--- config.mk ---
export PLATFORM = sky130hd
export DESIGN_NAME = mul32_seq
export DESIGN_NICKNAME = d
export VERILOG_FILES = /design/src/rtl/mul32_seq.sv
export SDC_FILE = /design/constraint.sdc
export NUM_CORES = 1
export LEC_CHECK = 0
export BUFFER_PORTS_ARGS = -buffer_cell sky130_fd_sc_hd__buf_4
export CAP_MARGIN = 20
export CORE_MARGIN = 3
export CORE_UTILIZATION = 63
export CTS_CLUSTER_SIZE = 16
export DETAILED_ROUTE_END_ITERATION = 10
export PLACE_DENSITY = 0.86
export REMOVE_ABC_BUFFERS = 1
export SKIP_LAST_GASP = 1
export SLEW_MARGIN = 25
export SYNTH_ARGS = -nofsm -noshare
export SYNTH_HDL_FRONTEND = slang
export SYNTH_SLANG_ARGS = --single-unit
--- constraint.sdc ---
create_clock -name iClk -period 11.1 [get_ports iClk]
set_input_delay 2.22 -clock iClk [delete_from_list [all_inputs] [get_ports iClk]]
set_output_delay 2.22 -clock iClk [all_outputs]
set_load 0.1 [all_outputs]
--- src/rtl/mul32_seq.sv ---
// mul32_seq: sequential radix-4 Booth multiplier, 32x32 -> 64-bit HI/LO product.
// Handles signed and unsigned operands in 17 iterations with a start/done handshake.
module mul32_seq (
    input  logic        iClk,
    input  logic        iRst,
    input  logic        iStart,
    input  logic        iSigned,
    input  logic [31:0] iA,
    input  logic [31:0] iB,
    output logic        oBusy,
    output logic        oDone,
    output logic [31:0] oHi,
    output logic [31:0] oLo
);

    // state   | meaning
    // IDLE    | waiting for iStart
    // RUN     | one Booth step per edge, 17 steps total
    // DONE    | one-cycle result pulse; iStart here chains a new operation
    typedef enum logic [1:0] {
        ST_IDLE = 2'd0,
        ST_RUN  = 2'd1,
        ST_DONE = 2'd2
    } state_t;

    state_t      r_state;
    state_t      w_state_next;

    logic [34:0] r_m;
    logic [34:0] r_p;
    logic [33:0] r_q;
    logic        r_qm1;
    logic [4:0]  r_cnt;
    logic [31:0] r_hi;
    logic [31:0] r_lo;

    logic        w_start;
    logic        w_last;
    logic [34:0] w_m2;
    logic [34:0] w_addend;
    logic [34:0] w_p_sum;
    logic [69:0] w_cat;
    logic [69:0] w_shift;

    assign w_start = iStart && (r_state != ST_RUN);
    assign w_last  = (r_cnt == 5'd16);

    // State register.
    always_ff @(posedge iClk) begin
        if (iRst) begin
            r_state <= ST_IDLE;
        end else begin
            r_state <= w_state_next;
        end
    end

    // Next-state logic.
    always_comb begin
        w_state_next = r_state;
        case (r_state)
            ST_IDLE: if (iStart) w_state_next = ST_RUN;
            ST_RUN:  if (w_last) w_state_next = ST_DONE;
            ST_DONE: w_state_next = iStart ? ST_RUN : ST_IDLE;
            default: w_state_next = ST_IDLE;
        endcase
    end

    // Booth recoding of {Q[1],Q[0],q-1} into the addend for this step.
    // 2M cannot overflow 35 bits because M carries at most 33 significant bits.
    assign w_m2 = {r_m[33:0], 1'b0};
    always_comb begin
        w_addend = '0;
        case ({r_q[1:0], r_qm1})
            3'b001, 3'b010: w_addend = r_m;
            3'b011:         w_addend = w_m2;
            3'b100:         w_addend = ~w_m2 + 35'd1;
            3'b101, 3'b110: w_addend = ~r_m + 35'd1;
            default:        w_addend = '0;
        endcase
    end

    // Accumulate, then arithmetic shift {P,Q,q-1} right by two.
    assign w_p_sum = r_p + w_addend;
    assign w_cat   = {w_p_sum, r_q, r_qm1};
    assign w_shift = {{2{w_cat[69]}}, w_cat[69:2]};

    // Datapath: operand capture, iteration, and result register update.
    always_ff @(posedge iClk) begin
        if (iRst) begin
            r_m   <= '0;
            r_p   <= '0;
            r_q   <= '0;
            r_qm1 <= 1'b0;
            r_cnt <= '0;
            r_hi  <= '0;
            r_lo  <= '0;
        end else if (w_start) begin
            r_m   <= iSigned ? {{3{iA[31]}}, iA} : {3'b000, iA};
            r_q   <= iSigned ? {{2{iB[31]}}, iB} : {2'b00, iB};
            r_p   <= '0;
            r_qm1 <= 1'b0;
            r_cnt <= '0;
        end else if (r_state == ST_RUN) begin
            r_p   <= w_shift[69:35];
            r_q   <= w_shift[34:1];
            r_qm1 <= w_shift[0];
            r_cnt <= r_cnt + 5'd1;
            if (w_last) begin
                // Low 64 bits of the shifted {P,Q}.
                r_hi <= w_shift[64:33];
                r_lo <= w_shift[32:1];
            end
        end
    end

    assign oBusy = (r_state == ST_RUN);
    assign oDone = (r_state == ST_DONE);
    assign oHi   = r_hi;
    assign oLo   = r_lo;

endmodule

==> results.md, run 1 <==
- Status: complete, no violations
- Worst setup SP type: flip-flop
- Final-layout fill cell count: 1271
- CTS tree: yes
- Placer Congestion: about 0.96
- Initial drt markers: 912
- IO Count: 134
- Crit path DAT: 5.30 ns
- Max_cap viols: 0
- Reg clk slew, reported paths: ~0.070 ns
- Synth Flop Type: dfxtp_1
- Post-Synth Adder-Cell Area: 4.679%
- Later-pin clock latency in the skew report: 0.44 ns
- Number of flops mapped to enable cells by yosys: 0
- Final setup viols: 0
- Ys async rst share: 0%
- CP Capture Type: flip-flop
- Core area: between 15000 and 20000 µm²
- CTS Buffer Depth: 2
- Cell row count: 46
- Commonest non-fill, non-tap cell in the layout: nand2_1
- Worst Setup Slack, final: 6.146 ns
- Synth cell types: 71
- CP max FO: 10
- Synth warn: 0
- Hold WS: between 0.4 and 0.5 ns
- Worst hold start: oHi[22]
- Post-synthesis xor/xnor area fraction: under 10%
- CTS Sinks: 172
- Worst slew margin: 42.95%
- Compound-cell area share of the yosys netlist: 23.61%
- GRT Overall Usage: 30.30%
- F_max: 201.9 MHz
- Final wirelength: 27880 µm
- Nets: approximately 1500
- Most frequent cells in the layout: 269 x nand2_1, 174 x a21oi_1, 172 x dfxtp_1
- Post-CTS Setup Repair Bufs: 0
- Layout Utilization: 74.42%
- Final Hold Viols: 0
- Die height: between 100 and 150 µm
- Tcrit/Tclk final: 44.63%
- Routed len/inst: 17.10 µm
- Critical R2R Launch: r_m[3]
- Die ar.: roughly 18000 µm²
- Vias in the first global route: 9324
- Reg2reg path depth: 17
- Netlist Area Pre-Place: 10320 µm²
- Largest net degree at the start of global routing: 86
- Ant. Diodes: 0
- Pre-CTS WS: 6.373 ns
- Syn_area_per_cell: 7.606 µm²
- Routed vias: 10200
- Die Wd: 134.0 µm
- FF+latch count, synth: 172
- Simple-Gate Fraction of Synth Area: 22.94%
- Syn Inst Count: approximately 1400
- Layout area overhead: 14.96%
- Slew @ Worst Pin: 0.8558 ns
- First-pass GRT wire length: 45170 µm
- Hold endpoint: oHi[22]
- Post-Place Cell Area: 11230 µm²
- IO buf count: 133
- Main combinational cell family by area after synthesis: compound AO/OA/AOI/OAI gates
- Worst Skew: ~0.0082 ns
- Share of layout cells above drive strength 1: 14.21%
- Non-filler cells, final: 1630
- GR Overflow Total: 0
- CTS resizes: 0
- Min Clock Period, post-route: 4.954 ns
- DP Wirelength: 18580 µm
- Slew Viols, Final: 0
- Sequential fraction of the synthesis area: 33.36%
- Htree depth: 4
- PwrDens: 140.3 nW/µm²
- Clock root cell: clkbuf_16
- Critical R2R Capture: r_p[30]
- Dpl cells: 1598
- Cts bufs inserted: 17
- Required time worst endpoint: 11.45 ns
- Antenna Nets Post-Route: 0
- Mux contribution to synthesized area: ~4.2%
- Peak VDD IR: roughly 0.00012 V
- Total Power: 1.665 mW
- Initial antenna violation count: 0
- Worst hold path type: flip-flop to flip-flop
- Final non-filler cell area: 11870 µm²
- Drt drc: 0
- Hold depth: 2
- # hold bufs at CTS: 0
- Unrepaired setup endpoints after global routing: false
- P_leak: 4.803 nW
- First-pass iteration count of the detailed router: 6
- Flop-to-flop setup slack: 6.15 ns
- Initial Util: 64.74%
- Via density: 6.257
- Setup CP Type: flip-flop to flip-flop
- Final TNS setup: 0 ns
==> layer usage <==
metal  up-vias  part of all wire, %  routed length (µm)  GRT usage (%)
li1       4919                    -                   -              -
met1      4808                   42               11800          39.60
met2       407                   48               13430          50.20
met3        65                  7.3                2021          6.377
met4         0                  2.2                 615          10.00
met5         -                    0                   0              0
==> registers in the layout, summed over array words and instances (netlist names) <==
signal   flops
oHi         32
r_qm1        1
r_q         34
r_m         33
r_p         33
oLo         32
r_cnt        5
r_state      2
==> synthesized netlist by cell type, types with 9 or more instances <==
cell type	instances	area, µm²
a211oi_1	48	360.4
a21o_1	20	150.1
a21oi_1	174	870.8
a221oi_1	18	157.7
a22oi_1	17	127.6
a31oi_1	9	56.30
and3_1	11	68.82
buf_1	18	67.56
buf_2	10	50.05
clkbuf_1	91	341.6
dfxtp_1	172	3443
ha_1	37	462.9
inv_1	12	45.04
mux2i_1	42	420.4
nand2_1	270	1013
nand3_1	26	130.1
nand4_1	14	87.58
nor2_1	89	334.1
nor3_1	22	110.1
o21ai_0	41	205.2
or4_1	11	82.58
xnor2_1	51	446.7
xor2_1	22	192.7
==> cells by family (layout without fill, tap and decap cells) <==
group	count (synthesis)	after routing
and+or+nand+nor	509	509
xor gates and xnor gates	73	73
AOI/OAI and AO/OA	389	389
muxes	43	43
buffers and inverters	133	190
adders and majority gates	38	38
DFF	172	172
==> power breakdown <==
| part | leakage, nW | internal (mW) | switching [mW] |
|---|---|---|---|
| Clock | 0.308 | 0.374 | 0.267 |
| Combinational | 3.09 | 0.134 | 0.217 |
| Sequential | 1.40 | 0.643 | 0.0314 |
| Total | 4.80 | 1.15 | 0.515 |
==> worst max-delay path, cell delays in order (launching register included) <==
cell	delay (ns)
dfxtp_1	0.45
nor4_4	0.45
and3_1	0.34
nand2_1	0.15
nor3_1	0.26
nand2b_1	0.16
xnor2_1	0.10
a221oi_1	0.33
a21oi_1	0.10
ha_1	0.40
and4_1	0.24
a211oi_1	0.29
a211oi_1	0.14
a211o_1	0.28
a21o_1	0.18
a31oi_1	0.52
a221oi_1	0.20
a311oi_1	0.27
==> layout make-up <==
class | count | area (µm²) | area share, %
Clock inverter | 12 | 180.2 | 1.519
Clock buffer | 20 | 456.7 | 3.849
Inverter | 13 | 48.80 | 0.4113
Multi-Input combinational cell | 1052 | 6377 | 53.75
Tap cell | 216 | 270.3 | 2.278
Sequential cell | 172 | 3443 | 29.02
Timing Repair Buffer | 145 | 1089 | 9.174
==> how the worst max path moves through the flow <==
stage,from,slack (ns),cells past startpoint,to
after floorplan,r_state[1],5.45,2,oBusy
after global placement,iStart,6.24,5,r_p[17]
after detailed placement,r_m[3],6.37,17,r_p[30]
after CTS,r_m[3],6.32,17,r_p[30]
after global routing,r_q[0],5.77,15,oHi[11]
final,r_m[3],6.15,17,r_p[30]
(Power assumes the default switching activity.)
==> run 2, diff against run 1 <==
Settings changed: CORE_UTILIZATION 63 to 59, PLACE_DENSITY 0.86 to 0.81.
Clock period 11.1 ns to 5.1 ns, I/O delays scaled along.
==> results.md, run 2 (synthesis results as in run 1) <==
- Dpl cells: 1609 (+0.69%)
- DP Wirelength: 18800 µm (+1.2%)
- Placer Congestion: 0.9688 (+1.2%)
- Worst hold start: oHi[28]
- Largest regs: r_q x34, r_m x33, r_p x33
- Core area: 16880 µm² (+5.9%)
- Nets: 1514 (+0.46%)
- Antenna Nets Post-Route: 0 (unchanged)
- Worst setup SP type: flip-flop
- Slew Viols, Final: 0 (unchanged)
- # hold bufs at CTS: 0 (unchanged)
- Post-Place Cell Area: 11280 µm² (+0.48%)
- CP Capture Type: flip-flop
- CTS resizes: 0 (unchanged)
- Commonest non-fill, non-tap cell in the layout: nand2_1
- Cell row count: 47 (+2.2%)
- IO buf count: 133 (unchanged)
- Initial drt markers: 871 (-4.5%)
- CTS tree: yes
- Crit path DAT: 5.00 ns (-0.30 ns)
- Critical R2R Capture: r_p[32]
- Slew @ Worst Pin: 0.8842 ns (+0.02843 ns)
- Clock root cell: clkbuf_16
- Required time worst endpoint: 5.42 ns (-6.03 ns)
- Largest register FFs: 34 (unchanged)
- IO Count: 134 (unchanged)
- Die height: 138.3 µm (+3.2%)
- Reg clk slew, reported paths: 0.07 ns (about the same)
- Most frequent cells in the layout: 270 x nand2_1, 174 x a21oi_1, 172 x dfxtp_1
- PwrDens: 301.9 nW/µm² (+120%)
- Status: complete, no violations
- Post-CTS Setup Repair Bufs: 0 (unchanged)
- Final setup viols: 0 (unchanged)
- Routed vias: 10190 (-0.12%)
- Final wirelength: 27850 µm (about the same)
- Initial antenna violation count: 0 (unchanged)
- Min Clock Period, post-route: 4.683 ns (-0.2713 ns)
- Ant. Diodes: 0 (unchanged)
- Unrepaired setup endpoints after global routing: false
- GR Overflow Total: 0 (unchanged)
- Final non-filler cell area: 11910 µm² (+0.36%)
- Flop-to-flop setup slack: 0.42 ns (-5.73 ns)
- Drt drc: 0 (unchanged)
- Hold depth: 2 (unchanged)
- Final TNS setup: 0 ns (unchanged)
- Peak VDD IR: 0.0002561 V (+120%)
- Critical R2R Launch: r_m[3]
- Final Hold Viols: 0 (unchanged)
- First-pass iteration count of the detailed router: 5 (-1)
- Non-filler cells, final: 1641 (+0.67%)
- F_max: 213.5 MHz (+5.8%)
- Die Wd: 138.3 µm (+3.2%)
- Cts bufs inserted: 17 (unchanged)
- First-pass GRT wire length: 45850 µm (+1.5%)
- Die ar.: 19120 µm² (+6.5%)
- Worst slew margin: 40.97% (-2.0 points)
- Routed len/inst: 16.97 µm (-0.75%)
- CTS Buffer Depth: 2 (unchanged)
- GRT Overall Usage: 28.18% (-2.1 points)
- Later-pin clock latency in the skew report: 0.44 ns (about the same)
- Vias in the first global route: 9265 (-0.63%)
- Tcrit/Tclk final: 91.82% (+47 points)
- CTS Sinks: 172 (unchanged)
- Largest net degree at the start of global routing: 73 (-15%)
- Largest Register: r_q
- Setup CP Type: flip-flop to flip-flop
- P_leak: 4.833 nW (+0.62%)
- Share of layout cells above drive strength 1: 14.64% (+0.42 points)
- Layout area overhead: 15.37%
- Via density: 6.208 (-0.79%)
- Worst hold path type: flip-flop to flip-flop
- Max_cap viols: 0 (unchanged)
- Final-layout fill cell count: 1394 (+9.7%)
- Htree depth: 4 (unchanged)
- CP max FO: 10 (unchanged)
- Worst Skew: 0.01136 ns (+0.003142 ns)
- Initial Util: 61.15% (-3.6 points)
- Reg2reg path depth: 17 (unchanged)
- Hold endpoint: oHi[28]
==> run 2: changes by cell type in the layout (fill, tap and decap cells not counted), moves of 2 or more <==
cell,delta
buf_4,+7
inv_8,+4
clkinv_4,-2
bufinv_16,-2
clkinv_8,+2
clkbuf_8,-2
==> run 2: area by class of cell <==
type / instances / area [µm²] / share of cell area, %
clock buffer: 17 / 425.4 / 3.573
inverter: 13 / 48.80 / 0.4098
multi-input combinational: 1052 / 6380 / 53.58
clock inverter: 15 / 193.9 / 1.629
timing repair buffer: 152 / 1141 / 9.583
sequential: 172 / 3443 / 28.92
tap: 220 / 275.3 / 2.312
==> run 2: worst max-delay path by stage <==
| stage | startpoint | endpoint | slack, ns | cells past startpoint |
|---|---|---|---|---|
| 3_3_place_gp | r_m[3] | oHi[27] | 0.76 | 16 |
| 4_1_cts | r_m[3] | r_p[30] | 0.49 | 17 |
| 6_report | r_m[3] | r_p[32] | 0.42 | 17 |
| 3_5_place_dp | r_m[3] | oHi[31] | 0.57 | 16 |
| 2_1_floorplan | r_state[1] | oHi[25] | 0.14 | 6 |
| 5_1_grt | r_m[3] | r_p[30] | 0.07 | 17 |
==> run 2: worst max-delay path, cell delays in order (launching register included) <==
cell	delay, ns
dfxtp_1	0.42
nor4_4	0.45
and3_1	0.34
nand2_1	0.13
nor3_1	0.23
nand2b_1	0.16
xnor2_1	0.09
a221oi_1	0.31
a21oi_1	0.11
ha_1	0.40
and4_1	0.23
a211oi_1	0.34
a21oi_1	0.15
a31o_2	0.26
a41oi_1	0.35
or4_1	0.19
o21ai_1	0.05
or3_1	0.36
==> run 2: through the flow <==
step | utilization (%) | hold slack, ns | total power [mW] | setup WS (ns)
global route | 70.55 | 0.4757 | 3.742 | 0.06762
CTS | 70.52 | 0.4570 | 3.588 | 0.4867
detailed placement | 66.85 | 0.4466 | 2.240 | 0.5725
global placement | 66.85 | 0.4418 | 2.224 | 0.7639
floorplan | - | 0.4360 | 2.004 | 0.1374
finish | 70.55 | 0.4548 | 3.595 | 0.4171
==> run 2: where the power goes <==
group / total [mW] / switching (mW) / internal [mW]
registers: 1.46 / 0.0656 / 1.40
clock network: 1.36 / 0.649 / 0.715
logic: 0.768 / 0.470 / 0.298
total: 3.60 / 1.18 / 2.41
==> run 2: per-layer routing <==
metal  track usage [%]  vias up  share of wire, %
li1                  -     4948                 -
met1             37.43     4758                43
met2             45.68      409                47
met3             5.421       72               7.1
met4             10.71        0               2.9
met5                 0        -                 0
==> run 3, diff against run 2 <==
Clock period 5.1 ns to 4.4 ns, I/O delays scaled along.
==> results.md, run 3 (synthesis results as in run 1) <==
- Die Wd: 138.3 µm (unchanged)
- Final wirelength: 28550 µm (+2.5%)
- Setup CP Type: flip-flop to flip-flop
- Max_cap viols: 0 (unchanged)
- First-pass iteration count of the detailed router: 7 (+2)
- Final Hold Viols: 0 (unchanged)
- Routed vias: 10250 (+0.60%)
- Unrepaired setup endpoints after global routing: true
- CP bufs+invs: 1 (+1)
- F_max: 236.5 MHz (+11%)
- First-pass GRT wire length: 45760 µm (-0.20%)
- Layout Utilization: 72.67% (+2.1 points)
- GRT Overall Usage: 28.32% (+0.13 points)
- Die height: 138.3 µm (unchanged)
- GR Overflow Total: 0 (unchanged)
- Ant. Diodes: 0 (unchanged)
- # hold bufs at CTS: 0 (unchanged)
- Worst slew margin: 38.89% (-2.1 points)
- Vias in the first global route: 9273 (+0.086%)
- Crit path DAT: 4.55 ns (-0.45 ns)
- Ordered list of cells on the worst path: or4_1 > or3_1 > nand2_1 > xnor2_1 > a221oi_1 > a21oi_1 > ha_2 > and3_2 > and4_1 > nand3_1 > nand2_2 > a41oi_2 > buf_4 > nor2_1 > o221ai_1 > or3_1
- Slew Viols, Final: 0 (unchanged)
- IO Count: 134 (unchanged)
- Total Power: 4.239 mW (+18%)
- Post-Place Cell Area: 11460 µm² (+1.6%)
- Slew @ Worst Pin: 0.9167 ns (+0.03246 ns)
- CTS Buffer Depth: 2 (unchanged)
- Pre-CTS WS: 0.06022 ns (-0.5123 ns)
- Clock root cell: clkbuf_16
- Commonest non-fill, non-tap cell in the layout: nand2_1
- Later-pin clock latency in the skew report: 0.44 ns (about the same)
- IO buf count: 133 (unchanged)
- Largest regs: r_q x34, r_m x33, r_p x33
- Via density: 6.151 (-0.91%)
- Worst Setup Slack, final: 0.1710 ns (-0.2461 ns)
- Final setup viols: 0 (unchanged)
- Final-layout fill cell count: 1348 (-3.3%)
- Required time worst endpoint: 4.72 ns (-0.70 ns)
- Die ar.: 19120 µm² (unchanged)
- DP Wirelength: 19370 µm (+3.0%)
- Crit path max-delay family: simple AND/OR/NAND/NOR gates
- Share of layout cells above drive strength 1: 17.91% (+3.3 points)
- Cell row count: 47 (unchanged)
- Routed len/inst: 17.14 µm (+0.96%)
- Worst setup SP type: flip-flop
- Initial drt markers: 912 (+4.7%)
- Most frequent cells in the layout: 269 x nand2_1, 177 x buf_4, 173 x a21oi_1
- Nets: 1539 (+1.7%)
- Worst hold path type: flip-flop to flip-flop
- Placer Congestion: 0.9847 (+1.6%)
- Min Clock Period, post-route: 4.229 ns (-0.4539 ns)
- Largest register FFs: 34 (unchanged)
- Htree depth: 4 (unchanged)
- Peak VDD IR: 0.0003096 V (+21%)
- PwrDens: 345.6 nW/µm² (+14%)
- CP Capture Type: flip-flop
- Most frequent CP cell: or3_1
- CP max FO: 9 (-1)
- Layout area overhead: 18.84%
- Cts bufs inserted: 17 (unchanged)
- Slowest CP cell: or4_1
- Core area: 16880 µm² (unchanged)
- Hold WS: 0.4544 ns (-0.0004420 ns)
- Initial antenna violation count: 0 (unchanged)
- CTS Sinks: 172 (unchanged)
- Antenna Nets Post-Route: 0 (unchanged)
- Final non-filler cell area: 12270 µm² (+3.0%)
- CTS tree: yes
- Largest Register: r_q
- Reg clk slew, reported paths: 0.08 ns (about the same)
- Status: complete, no violations
- Worst Skew: 0.01189 ns (+0.0005306 ns)
- Largest net degree at the start of global routing: 68 (-6.8%)
- Drt drc: 0 (unchanged)
- Initial Util: 61.15% (unchanged)
- P_leak: 4.979 nW (+3.0%)
- Tcrit/Tclk final: 96.11% (+4.3 points)
- CP max stage delay: 0.58 ns (+0.13 ns)
[run 3: worst register-to-register path, cell delays in order (launching register included)]
cell	delay, ns
dfxtp_1	0.42
or4_1	0.58
or3_1	0.42
nand2_1	0.10
xnor2_1	0.08
a221oi_1	0.29
a21oi_1	0.09
ha_2	0.41
and3_2	0.24
and4_1	0.24
nand3_1	0.13
nand2_2	0.14
a41oi_2	0.15
buf_4	0.18
nor2_1	0.15
o221ai_1	0.13
or3_1	0.35
[run 3: area by class of cell]
type                    instances  area [µm²]  share of cell area [%]
well taps                     220       275.3                   2.244
repair buffers                177        1329                   10.83
clock buffers                  17       425.4                   3.468
flip-flops and latches        172        3445                   28.08
clock inverters                15       212.7                   1.734
inverters                      13       48.80                  0.3978
multi-input cells            1052        6530                   53.24
[run 3: final timing paths]
path,startpoint,endpoint,slack (ns),cells after the start
worst max-delay path,r_m[11],r_p[32],0.17,16
worst min-delay path,oHi[28],oHi[28],0.45,2
worst max register to register,r_m[11],r_p[32],0.17,16
worst min register to register,oHi[28],oHi[28],0.45,2
[run 3: repair_timing]
action / CTS / global route
gates resized for setup: 0 / 33
hold endpoints to repair: 0 / 0
setup buffers: 0 / 1
endpoints found under the setup margin: 0 / 27
[run 3: stage by stage]
| step | cells | setup TNS (ns) |
|---|---|---|
| 2_1_floorplan | 1237 | -26.50 |
| 3_3_place_gp | 1633 | 0 |
| 3_5_place_dp | 1633 | 0 |
| 4_1_cts | 1665 | 0 |
| 5_1_grt | 1666 | -0.1056 |
| 6_report | 1666 | 0 |
[run 3: routing by layer]
metal  up-vias  part of all wire, %  track usage (%)
met5         -                    0                0
met4         0                  2.4            8.944
met3        69                  7.4            5.870
met2       383                   48            46.66
met1      4811                   42            37.46
li1       4985                    -                -
[run 3: power breakdown]
group | total [mW] | internal [mW] | switching (mW)
registers | 1.69 | 1.62 | 0.0739
logic | 0.945 | 0.378 | 0.567
clock network | 1.60 | 0.833 | 0.767
total | 4.24 | 2.83 | 1.41
